File: src/rtl/ascii2dual.sv
// Converts a CR-terminated string of ASCII decimal digits into an unsigned binary value.
// Optional build macro ASCII2DUAL_BLANK_EN: ignore leading spaces before the first digit.
module ascii2dual #(
  parameter int DUALWIDTH = 14,
  parameter int MAXDIGITS = 4
) (
  input  logic                 clock,
  input  logic                 reset,
  input  logic [7:0]           char_in,
  input  logic                 char_valid,
  output logic                 char_ready,
  output logic [DUALWIDTH-1:0] dual,
  output logic                 finish,
  output logic                 error
);

  localparam int CW = $clog2(MAXDIGITS + 2);
  localparam int NW = DUALWIDTH + 4;
  localparam logic [NW-1:0] MAXVAL = {4'b0, {DUALWIDTH{1'b1}}};
  localparam logic [CW-1:0] CMAX   = CW'(MAXDIGITS);

  typedef enum logic [1:0] {COLLECT, MUL, DISCARD} state_t;

  state_t                state_q;
  logic [DUALWIDTH-1:0]  acc_q, dual_q;
  logic [CW-1:0]         cnt_q;
  logic [3:0]            d_q;
  logic                  finish_q, error_q;

  logic                  take, is_digit, is_cr;
  logic [NW-1:0]         acc_w, nxt;

  assign char_ready = (state_q != MUL);
  assign take       = char_valid & char_ready;
  assign is_digit   = (char_in >= 8'h30) && (char_in <= 8'h39);
  assign is_cr      = (char_in == 8'h0D);

  // acc*10 + d, widened so any overflow of the result width is visible
  assign acc_w = {4'b0, acc_q};
  assign nxt   = (acc_w << 3) + (acc_w << 1) + {{DUALWIDTH{1'b0}}, d_q};

`ifdef ASCII2DUAL_BLANK_EN
  logic is_blank;
  assign is_blank = (char_in == 8'h20);
`endif

  always_ff @(posedge clock) begin
    if (reset) begin
      state_q  <= COLLECT;
      acc_q    <= '0;
      cnt_q    <= '0;
      d_q      <= '0;
      dual_q   <= '0;
      finish_q <= 1'b0;
      error_q  <= 1'b0;
    end else begin
      finish_q <= 1'b0;
      case (state_q)
        COLLECT: begin
          if (take) begin
            if (is_cr) begin
              finish_q <= 1'b1;
              error_q  <= (cnt_q == '0);
              if (cnt_q != '0) dual_q <= acc_q;
              acc_q    <= '0;
              cnt_q    <= '0;
            end else if (is_digit) begin
              if (cnt_q == CMAX) begin
                state_q <= DISCARD;
              end else begin
                d_q     <= char_in[3:0];
                cnt_q   <= cnt_q + 1'b1;
                state_q <= MUL;
              end
`ifdef ASCII2DUAL_BLANK_EN
            end else if (is_blank && (cnt_q == '0)) begin
              state_q <= COLLECT;
`endif
            end else begin
              state_q <= DISCARD;
            end
          end
        end
        MUL: begin
          if (nxt > MAXVAL) begin
            state_q <= DISCARD;
          end else begin
            acc_q   <= nxt[DUALWIDTH-1:0];
            state_q <= COLLECT;
          end
        end
        DISCARD: begin
          // everything up to the terminating CR is dropped
          if (take && is_cr) begin
            finish_q <= 1'b1;
            error_q  <= 1'b1;
            acc_q    <= '0;
            cnt_q    <= '0;
            state_q  <= COLLECT;
          end
        end
        default: state_q <= COLLECT;
      endcase
    end
  end

  assign dual   = dual_q;
  assign finish = finish_q;
  assign error  = error_q;

endmodule

File: config.mk
export PLATFORM = sky130hd
export DESIGN_NAME = ascii2dual
export DESIGN_NICKNAME = d
export VERILOG_FILES = /design/src/rtl/ascii2dual.sv
export SDC_FILE = /design/constraint.sdc
export NUM_CORES = 1
export LEC_CHECK = 0
export BUFFER_PORTS_ARGS = -buffer_cell sky130_fd_sc_hd__buf_2
export CORE_MARGIN = 3
export CORE_UTILIZATION = 53
export DETAILED_ROUTE_END_ITERATION = 8
export GPL_ROUTABILITY_DRIVEN = 0
export PLACE_DENSITY = 0.77
export SLEW_MARGIN = 20
export SYNTH_ARGS = -nofsm -noshare
export SYNTH_HDL_FRONTEND = slang
export SYNTH_SLANG_ARGS = --single-unit
File: constraint.sdc
create_clock -name clock -period 3.13 [get_ports clock]
set_clock_uncertainty 0.1 [all_clocks]
set_input_delay 0.4695 -clock clock [delete_from_list [all_inputs] [get_ports clock]]
set_output_delay 0.4695 -clock clock [all_outputs]
set_load 0.01 [all_outputs]
==> results.md <==
- Async SR Flop Fraction: 0%
- Adder-Cell Fraction of Synth Area: 16.1%
- Initial Utilization: 56.0%
- Share of cells above drive strength 1: 25.8%
- Largest net degree at the start of global routing: 53
- Internal power: 0.767 mW
- Layout fillers: 343
- Synth cell count leaders: 39 x dfxtp_1, 31 x nor2_1, 29 x ha_1
- Failing checks: negative setup slack
- CP endpoint: acc_q[0]$_SDFFE_PP0P_
- Final instance area: 2970 µm²
- Instance count of the mapped netlist: 259
- Max VDD drop: 0.379 mV
- Largest cells by area after synthesis: dfxtp_1 31%, ha_1 14%, mux2i_1 7.6%
- Final worst setup slack: -83.5 ps
- Final ANT Viol Nets: 0
- Num ports: 28
- Die ar.: 5590 µm²
- Clock latency on the worst-skew pair: 290 ps
- Xor-xnor portion of the synthesized cell area: 3.84%
- CTS HTree Levels: 2
- Vias in the first global route: 1871
- DRT iter0 DRCs: 100
- Sequential fraction of design power: 51.5%
- Num CTS Buffers: 5
- Power per cell area: 326 nW/µm²
- CTS root buf: clkbuf_8
- Worst Path Required: 3220 ps
- CTS clk-pin slew, worst paths: 80 ps
- R2R cell count: 11
- Area Overhead vs Synth: 18.3%
- Die W: 74.8 µm
- DP Area: 2790 µm²
- R2r startpoint: acc_q[0]$_SDFFE_PP0P_
- Startpoint types: register
- Die height: 74.8 µm
- Final setup fails: 5
- CTS tree: done
- # DRC: 0
- DRT Pass-1 Iters: 4
- Remaining Overflow, GRT: 0
- Max-Cap Viols: 0
- Cell type with the largest total area after synthesis: dfxtp_1
- Worst hold path class: in -> reg
- Detailed-placement wirelength estimate: 3860 µm
- Yosys reg bits: 39
- Lkg Pwr: 1.49 nW
- Slew Viols, Final: 0
- Main synth FF type: dfxtp_1
- Layout net count: 343
- RSZ-0062 raised after global routing: true
- Syn nets: 301
- Number of synthesized flops with an enable pin: 0
- Share of total power in the clock network: 45.2%
- Total GRT Usage: 20.1%
- Top-count cell post-synth: dfxtp_1
- IO buf count: 27
- Final WL: 5250 µm
- Vias: 2019
- Synth Area in Compound Gates: 21.3%
- Hold Fails Final Rpt: 0
- Worst-Margin Slew: 917 ps
- Wire per inst: 14.8 µm
- Comb power frac: 3.2%
- Post-Syn Area: 2510 µm²
- Status: finished with violations
- Peak fanout along the critical path: 5
- Clk buf depth: 2
- Crit path from: acc_q[0]$_SDFFE_PP0P_
- Critical Path End Type: register
- R2r endpoint: acc_q[0]$_SDFFE_PP0P_
- Antenna cells: 0
- Area share of the largest cell type after synthesis: 31.1%
- Worst R2R Setup Slack: -80 ps
- Critical Path AT: 3300 ps
- Final min period: 3210 ps
- Headroom to the max-slew limit: 38.9%
- Post-Synth Simple-Gate Area: 15.8%
- Mux cell area share after synthesis: 7.58%
- Ys Warns: 0
- Post-Syn Area per Cell: 9.68 µm²
- Largest family of logic cells by synthesized area: compound AO/OA/AOI/OAI gates
- Final period utilization: 103%
- Crit Path Class: reg -> reg
- Switching part of the total: 20.8%
- Vias per inst: 5.70
- NetSw: 0.201 mW
- Initial antenna violation count: 0
- Seq/Total Area, Yosys: 31.1%
- CTS Sinks: 39
- First-pass GRT wire length: 8670 µm
- Site row count: 24
- Fmax: 311 MHz
- Setup WS pre-CTS: -153 ps
- Area of the core: 4470 µm²
- CTS Hold Bufs: 0
- Yosys cell types: 54
[worst max-delay path: stages (launching register included)]
cell,delay (ps)
dfxtp_2,340
inv_2,40
fa_1,540
inv_2,50
fa_2,360
a211oi_4,250
o2111ai_2,200
a2111oi_4,350
o31a_2,230
o21bai_4,90
or4b_4,500
o41ai_2,60
[placed cells by master (no fill, tap or decap), types with 7 or more instances in the layout]
master   netlist  routed
a21oi_1       13      13
buf_4          0      17
xnor2_1        7       7
nor3b_1        7       7
mux2i_1       19      19
ha_1          29      29
o41ai_1        7       7
dfxtp_1       39      37
inv_1         13      11
nor2_1        31      31
buf_2          1      27
[worst min path at each step]
stage | start | endpoint | slack [ps] | depth (start not counted)
2_1_floorplan | d_q[0]$_SDFFE_PP0P_ | d_q[0]$_SDFFE_PP0P_ | 350 | 2
4_1_cts | char_in[0] | d_q[0]$_SDFFE_PP0P_ | 320 | 3
6_report | char_in[0] | d_q[0]$_SDFFE_PP0P_ | 320 | 3
5_1_grt | char_in[0] | d_q[0]$_SDFFE_PP0P_ | 330 | 3
3_3_place_gp | dual[0]$_SDFFE_PP0P_ | dual[0]$_SDFFE_PP0P_ | 360 | 2
3_5_place_dp | dual[0]$_SDFFE_PP0P_ | dual[0]$_SDFFE_PP0P_ | 370 | 2
[registers in the layout, summed over array words and instances, names as in the netlist]
| signal | flops |
|---|---|
| state_q | 2 |
| d_q | 4 |
| finish | 1 |
| error | 1 |
| acc_q | 14 |
| cnt_q | 3 |
| dual | 14 |
[power groups by stage]
stage                     Clock [mW]  Combinational [mW]  Sequential, mW
after detailed placement           0              0.0311           0.511
after floorplan                    0              0.0193           0.510
final                          0.438              0.0314           0.499
after global routing           0.468              0.0349           0.499
after CTS                      0.445              0.0314           0.499
after global placement             0              0.0305           0.510
[final cells by class]
cell class / count / area (µm²) / share of cell area (%)
multi-input combinational: 196 / 1660 / 55.9
sequential: 39 / 783 / 26.4
timing repair buffer: 46 / 294 / 9.91
clock buffer: 6 / 82.6 / 2.78
tap: 52 / 65.1 / 2.19
inverter: 13 / 48.8 / 1.64
clock inverter: 2 / 35.0 / 1.18
[per-layer routing]
layer | GRT usage, % | routed length (µm) | vias to the layer above
met2 | 32.3 | 2490 | 33
met5 | 0 | 0 | -
met1 | 28.0 | 2540 | 945
li1 | - | - | 1037
met3 | 3.60 | 175 | 4
met4 | 4.74 | 34 | 0
[cell families (layout without fill, tap and decap cells)]
kind of cell | after synthesis | in the layout
buf+inv | 24 | 67
compound gates | 64 | 64
mux | 19 | 19
simple gates | 71 | 71
flops | 39 | 39
fa+ha+maj | 31 | 31
xor+xnor | 11 | 11
[metrics by stage]
stage	hold WS, ps	cells	setup TNS (ps)	power, mW	util (%)
finish	323	354	-246	0.968	66.3
global route	326	354	-2200	1.00	66.3
CTS	319	352	-264	0.975	65.6
detailed placement	373	343	-1160	0.542	62.2
global placement	359	343	-699	0.541	62.2
floorplan	355	259	-220	0.529	-
[repair_timing]
| item | in CTS | in global routing |
|---|---|---|
| setup buffers | 1 | 2 |
| endpoints found under the setup margin | 14 | 15 |
| gates resized for setup | 9 | 2 |
| pin swaps | 4 | 3 |
(Power assumes the default switching activity.)
